File: config.mk
export PLATFORM = sky130hd
export DESIGN_NAME = ball_motion_fsm
export DESIGN_NICKNAME = d
export VERILOG_FILES = /design/src/rtl/pong_pkg.sv /design/src/rtl/axis_stepper.sv /design/src/rtl/ball_motion_fsm.sv
export SDC_FILE = /design/constraint.sdc
export NUM_CORES = 1
export LEC_CHECK = 0
export ABC_AREA = 1
export CAP_MARGIN = 30
export CORE_AREA = 10 10 90 92
export CTS_CLUSTER_SIZE = 30
export DETAILED_ROUTE_END_ITERATION = 6
export DIE_AREA = 0 0 100 102
export PLACE_DENSITY = 0.75
export RECOVER_POWER = 25
export SLEW_MARGIN = 20
export SYNTH_ARGS = -nofsm -noshare
export SYNTH_HDL_FRONTEND = slang
export SYNTH_SLANG_ARGS = --single-unit
File: constraint.sdc
create_clock -name clock -period 1.7 [get_ports clock]
set_input_delay 0.34 -clock clock [delete_from_list [all_inputs] [get_ports clock]]
set_output_delay 0.34 -clock clock [all_outputs]
set_load 0.03 [all_outputs]
File: src/rtl/pong_pkg.sv
// Shared definitions for the pong datapath: bounce event codes, the ball
// motion state encoding and the default screen geometry.
package pong_pkg;

  // Default visible area, shared with the bounce/score logic.
  localparam int SCREEN_X_DEFAULT = 640;
  localparam int SCREEN_Y_DEFAULT = 480;

  // Registered bounce event codes produced by the bounce/score logic.
  localparam logic [1:0] BOUNCE_NONE   = 2'd0;
  localparam logic [1:0] BOUNCE_PADDLE = 2'd1;
  localparam logic [1:0] BOUNCE_WALL   = 2'd2;
  localparam logic [1:0] BOUNCE_SCORE  = 2'd3;

  // Ball motion controller states.
  typedef enum logic {
    SERVE = 1'b0,
    PLAY  = 1'b1
  } ball_state_t;

endpackage

File: src/rtl/axis_stepper.sv
// Saturating single-axis stepper: moves a 10-bit position by STEP in the
// requested direction and clamps the result into 0..MAX (no wrap-around).
module axis_stepper #(
  parameter int STEP = 2,
  parameter int MAX  = 632
) (
  input  logic [9:0] pos,
  input  logic       dir,
  output logic [9:0] next_pos
);

  // 11-bit arithmetic leaves room to see both overflow past MAX and underflow below 0.
  localparam logic [10:0] STEP_W = 11'(STEP);
  localparam logic [10:0] MAX_W  = 11'(MAX);

  logic [10:0] w_pos_ext;
  logic [10:0] w_sum;
  logic [10:0] w_diff;

  assign w_pos_ext = {1'b0, pos};
  assign w_sum     = w_pos_ext + STEP_W;
  assign w_diff    = w_pos_ext - STEP_W;

  // Pick the stepped value and clamp it onto the limit it would cross.
  always_comb begin
    next_pos = pos;
    if (dir) begin
      if (w_sum > MAX_W) begin
        next_pos = MAX_W[9:0];
      end else begin
        next_pos = w_sum[9:0];
      end
    end else begin
      if (w_pos_ext < STEP_W) begin
        next_pos = 10'd0;
      end else begin
        next_pos = w_diff[9:0];
      end
    end
  end

endmodule

File: src/rtl/ball_motion_fsm.sv
// Ball motion controller: owns ball direction, per-frame stepping, bounce
// de-duplication and the serve hold after a point is scored.
module ball_motion_fsm
  import pong_pkg::*;
#(
  parameter int SCREEN_X    = SCREEN_X_DEFAULT,
  parameter int SCREEN_Y    = SCREEN_Y_DEFAULT,
  parameter int BALL_SIZE   = 8,
  parameter int STEP        = 2,
  parameter int SERVE_DELAY = 60
) (
  input  logic       clock,
  input  logic       reset_n,
  input  logic       frame_tick,
  input  logic [1:0] bounce,
  output logic [9:0] ball_pos_x,
  output logic [9:0] ball_pos_y,
  output logic [7:0] ball_size_x,
  output logic [7:0] ball_size_y,
  output logic       dir_x,
  output logic       dir_y,
  output logic       serving
);

  localparam int X_MAX = SCREEN_X - BALL_SIZE;
  localparam int Y_MAX = SCREEN_Y - BALL_SIZE;
  localparam logic [9:0] CX = 10'(X_MAX / 2);
  localparam logic [9:0] CY = 10'(Y_MAX / 2);
  localparam int CNT_W = (SERVE_DELAY < 1) ? 1 : $clog2(SERVE_DELAY + 1);
  localparam logic [CNT_W-1:0] CNT_INIT = CNT_W'(SERVE_DELAY);
  localparam logic [CNT_W-1:0] CNT_ONE  = CNT_W'(1);

  ball_state_t      r_state;
  ball_state_t      w_state_next;
  logic [CNT_W-1:0] r_cnt;
  logic [CNT_W-1:0] w_cnt_next;
  logic             r_armed;
  logic             w_armed_next;
  logic [9:0]       r_pos_x;
  logic [9:0]       w_pos_x_next;
  logic [9:0]       r_pos_y;
  logic [9:0]       w_pos_y_next;
  logic             r_dir_x;
  logic             w_dir_x_next;
  logic             r_dir_y;
  logic             w_dir_y_next;
  logic             r_serving;
  logic             w_serving_next;

  // Direction used for this tick's step: an armed paddle/wall hit flips
  // the matching axis first, so the ball immediately moves away.
  logic       w_step_dir_x;
  logic       w_step_dir_y;
  logic [9:0] w_step_x;
  logic [9:0] w_step_y;

  assign w_step_dir_x = r_dir_x ^ (r_armed && (bounce == BOUNCE_PADDLE));
  assign w_step_dir_y = r_dir_y ^ (r_armed && (bounce == BOUNCE_WALL));

  axis_stepper #(
    .STEP (STEP),
    .MAX  (X_MAX)
  ) u_step_x (
    .pos      (r_pos_x),
    .dir      (w_step_dir_x),
    .next_pos (w_step_x)
  );

  axis_stepper #(
    .STEP (STEP),
    .MAX  (Y_MAX)
  ) u_step_y (
    .pos      (r_pos_y),
    .dir      (w_step_dir_y),
    .next_pos (w_step_y)
  );

  // State register: reset parks the ball at centre in the serve hold.
  always_ff @(posedge clock) begin
    if (!reset_n) begin
      r_state   <= SERVE;
      r_cnt     <= CNT_INIT;
      r_armed   <= 1'b1;
      r_pos_x   <= CX;
      r_pos_y   <= CY;
      r_dir_x   <= 1'b1;
      r_dir_y   <= 1'b1;
      r_serving <= 1'b1;
    end else begin
      r_state   <= w_state_next;
      r_cnt     <= w_cnt_next;
      r_armed   <= w_armed_next;
      r_pos_x   <= w_pos_x_next;
      r_pos_y   <= w_pos_y_next;
      r_dir_x   <= w_dir_x_next;
      r_dir_y   <= w_dir_y_next;
      r_serving <= w_serving_next;
    end
  end

  // Next-state logic: everything holds unless a frame tick arrives.
  always_comb begin
    w_state_next   = r_state;
    w_cnt_next     = r_cnt;
    w_armed_next   = r_armed;
    w_pos_x_next   = r_pos_x;
    w_pos_y_next   = r_pos_y;
    w_dir_x_next   = r_dir_x;
    w_dir_y_next   = r_dir_y;
    w_serving_next = r_serving;
    if (frame_tick) begin
      case (r_state)
        SERVE: begin
          // The tick that finds the counter at zero releases the ball
          // without moving it.
          if (r_cnt != '0) begin
            w_cnt_next = r_cnt - CNT_ONE;
          end else begin
            w_state_next   = PLAY;
            w_serving_next = 1'b0;
          end
        end
        PLAY: begin
          if (bounce == BOUNCE_SCORE) begin
            // Serve toward the player who just scored.
            w_state_next   = SERVE;
            w_cnt_next     = CNT_INIT;
            w_armed_next   = 1'b1;
            w_pos_x_next   = CX;
            w_pos_y_next   = CY;
            w_dir_x_next   = ~r_dir_x;
            w_serving_next = 1'b1;
          end else begin
            // Any contact disarms until a clear frame re-arms, so a
            // contact spanning several frames flips only once.
            w_armed_next = (bounce == BOUNCE_NONE);
            w_dir_x_next = w_step_dir_x;
            w_dir_y_next = w_step_dir_y;
            w_pos_x_next = w_step_x;
            w_pos_y_next = w_step_y;
          end
        end
        default: begin
          w_state_next = SERVE;
        end
      endcase
    end
  end

  assign ball_pos_x  = r_pos_x;
  assign ball_pos_y  = r_pos_y;
  assign dir_x       = r_dir_x;
  assign dir_y       = r_dir_y;
  assign serving     = r_serving;
  assign ball_size_x = 8'(BALL_SIZE);
  assign ball_size_y = 8'(BALL_SIZE);

endmodule

==> flow_summary.json <==
{
  "synthDistinctLibCells": 38,
  "run_status": "completed",
  "placed_cells": 516,
  "synth_enable_flop_cells": 0,
  "synth_adder_area_share": 0.0461,
  "vias": 2634,
  "wire_per_inst_um": 12.8,
  "flow.area_growth_from_synthesis_pct": 36.2,
  "dp_hpwl_mm": 5.05,
  "die_w_um": 100,
  "critical_path_class": "flip-flop to flip-flop",
  "worstSkewPairLatency_ns": 0.28,
  "synthesized_area_fraction_occupied_by_xor_and_xnor_cells": 0.0579,
  "port_buffers": 25,
  "synth.avg_cell_area_um2": 6.26,
  "fin_area_um2": 3330,
  "yosys_warnings": 0,
  "remaining_drc_errors": 0,
  "drt_first_pass_iters": 4,
  "initialDrtViolationCount": 189,
  "grt_antenna_before_repair": 0,
  "power_leakage_nw": 1.59,
  "final_max_slew_viol_count": 0,
  "drive_gt1_frac": 0.258,
  "power.density_nw_per_um2": 611,
  "preCtsSetupSlack_ns": -0.465,
  "synth_top_area_cell": "sky130_fd_sc_hd__dfxtp_1",
  "yosys.cell_count.top_type": "sky130_fd_sc_hd__nand2_1",
  "dpl_cell_area_um2": 2960,
  "max-cap-violations": 0,
  "ys_seq_elements": 29,
  "grt_start_max_net_pins": 18,
  "synth-seq-area-share": 0.238,
  "worst-endpoint-arrival_ns": 1.86,
  "die_y_um": 102,
  "initial_core_util": 0.389,
  "clk_transition_reported_paths_ns": 0.06,
  "antenna_cells_inserted": 0,
  "first_global_vias": 2469,
  "ff2ff_setup_slack_ns": 0.01,
  "wire_length_of_the_first_global_routing_pass_mm": 10.9,
  "antenna_left": 0,
  "core_region_area_um2": 6280,
  "synth-compound-area-share": 0.129,
  "element_type_at_the_critical_path_start": "flip-flop",
  "yosys.area_share.simple": 0.372,
  "grt_usage": 0.126,
  "fin_worst_skew_ns": 0.00621,
  "crit_path_end_kind": "flip-flop",
  "ys.flop_type": "sky130_fd_sc_hd__dfxtp_1",
  "num-nets-final": 471,
  "synth_top_cells_by_area": "sky130_fd_sc_hd__dfxtp_1, sky130_fd_sc_hd__nand2_1, sky130_fd_sc_hd__inv_1, sky130_fd_sc_hd__a21oi_1, sky130_fd_sc_hd__buf_4",
  "synth.area.mux_share": 0,
  "synth_top_family_by_area": "simple AND/OR/NAND/NOR gates",
  "numClockSinks": 29,
  "tritoncts.num_buffers": 5,
  "timing_hold_violations_final": 0,
  "clock-root-buffer": "sky130_fd_sc_hd__clkbuf_8",
  "ctsHoldBuffers": 0,
  "clock_tree_from_tritoncts": "yes",
  "async_flop_share": 0,
  "post_layout_min_period_ns": 1.69,
  "synthesis.area_um2": 2440,
  "grt_remaining_overflow": 0,
  "peak_vdd_ir_uv": 458,
  "cts-htree-levels": 2,
  "num_rows": 29,
  "area_of_the_die_um2": 10200,
  "netlist.area_leader.share": 0.238,
  "critPathMaxFanout": 5,
  "syn-instance-count": 390,
  "globalplace.congestion": 0.977,
  "synth.top_cells.by_count": "sky130_fd_sc_hd__nand2_1, sky130_fd_sc_hd__inv_1, sky130_fd_sc_hd__nor2_1",
  "hold_path.class": "flip-flop to flip-flop",
  "clockBufferDepth": 2,
  "finalSetupViolCount": 0,
  "fin_cells": 535,
  "grt_setup_unrepaired": "yes",
  "fin_crit_sh": 0.993,
  "detail_route.wirelength_mm": 6.84,
  "top_level_ports": 44,
  "cp.required_ns": 1.88,
  "report.power.total_mw": 2.03,
  "highest_clock_frequency_the_design_can_meet_ghz": 0.593,
  "layout_setup_ws_ns": 0.0123,
  "route.detailed.vias_per_inst": 4.92
}
==> flip-flops by register name (all words and copies together) (netlist names) <==
register / count
ball_pos_x: 9
ball_pos_y: 9
dir_x: 1
serving: 1
dir_y: 1
r_state: 1
r_cnt: 6
r_armed: 1
==> layer usage <==
metal / track usage / part of all wire / vias up
li1: - / - / 1344
met1: 0.152 / 0.43 / 1208
met2: 0.212 / 0.49 / 73
met3: 0.0385 / 0.070 / 9
met4: 0.0359 / 0.012 / 0
met5: 0 / 0 / -
==> cells by family after synthesis <==
kind of cell	count (synthesis)
and+or+nand+nor	204
other	2
AOI/OAI and AO/OA	56
DFF	29
buffers and inverters	76
adders and majority gates	9
xor gates and xnor gates	14
==> power breakdown <==
part	internal (mW)	leakage [nW]	switching (mW)	total, mW
registers	0.705	0.238	0.0388	0.744
clock network	0.477	0.0585	0.265	0.742
logic	0.209	1.29	0.337	0.546
==> per-stage QoR <==
stage          TNS [ns]  utilization  hold WS [ns]
6_report              0        0.530         0.483
3_5_place_dp      -9.93        0.471         0.468
4_1_cts               0        0.493         0.478
3_3_place_gp      -8.91        0.471         0.462
5_1_grt           -1.19        0.530         0.525
2_1_floorplan         0            -         0.424
==> worst paths after layout <==
kind | start | end | cells after the start
setup reg to reg | ball_pos_x[1] | ball_pos_x[3] | 13
hold reg to reg | r_cnt[5] | r_cnt[5] | 1
hold / removal | r_cnt[5] | r_cnt[5] | 1
setup / recovery | ball_pos_x[1] | ball_pos_x[3] | 13
==> repair_timing <==
item / in CTS / in global routing
setup endpoints to repair: 40 / 20
setup buffers: 2 / 9
gates resized for setup: 29 / 49
pin swaps: 1 / 23
==> cell usage in the layout, fill, tap and decap left out, types with 6 or more instances in the layout <==
cell,Yosys,layout
sky130_fd_sc_hd__nand2_1,112,106
sky130_fd_sc_hd__buf_4,19,43
sky130_fd_sc_hd__inv_1,46,41
sky130_fd_sc_hd__nor2_1,35,27
sky130_fd_sc_hd__a21oi_1,29,26
sky130_fd_sc_hd__dfxtp_1,29,20
sky130_fd_sc_hd__dlygate4sd2_1,0,19
sky130_fd_sc_hd__nand3_1,23,18
sky130_fd_sc_hd__conb_1,2,18
sky130_fd_sc_hd__o21ai_0,14,12
sky130_fd_sc_hd__nand4_1,11,11
sky130_fd_sc_hd__xor2_1,13,11
sky130_fd_sc_hd__nand2_2,5,10
sky130_fd_sc_hd__nor2_2,2,8
sky130_fd_sc_hd__nand3_2,3,6
sky130_fd_sc_hd__dfxtp_4,0,6
sky130_fd_sc_hd__clkbuf_8,0,6
==> worst max-delay path, cell delays in order, from the launching register on <==
cell and delay [ns]:
sky130_fd_sc_hd__dfxtp_4 0.39, sky130_fd_sc_hd__inv_4 0.05, sky130_fd_sc_hd__ha_4 0.23, sky130_fd_sc_hd__or2_1 0.20, sky130_fd_sc_hd__nand2_1 0.07, sky130_fd_sc_hd__nor2_1 0.04
sky130_fd_sc_hd__nand3b_1 0.08, sky130_fd_sc_hd__nand2_1 0.07, sky130_fd_sc_hd__nand2_2 0.07, sky130_fd_sc_hd__nand2_2 0.07, sky130_fd_sc_hd__nand2_4 0.10, sky130_fd_sc_hd__nand3_2 0.07
sky130_fd_sc_hd__nand2_1 0.07, sky130_fd_sc_hd__nand2_1 0.05
==> area by class of cell <==
cell class	instances	area [um^2]
clock buffer	7	86.3
clock inverter	1	30.0
fill	572	2950
inverter	48	183
multi-input combinational	301	1730
sequential	29	607
tap	77	96.3
timing repair buffer	72	597
Power figures use the tool's default switching activity.
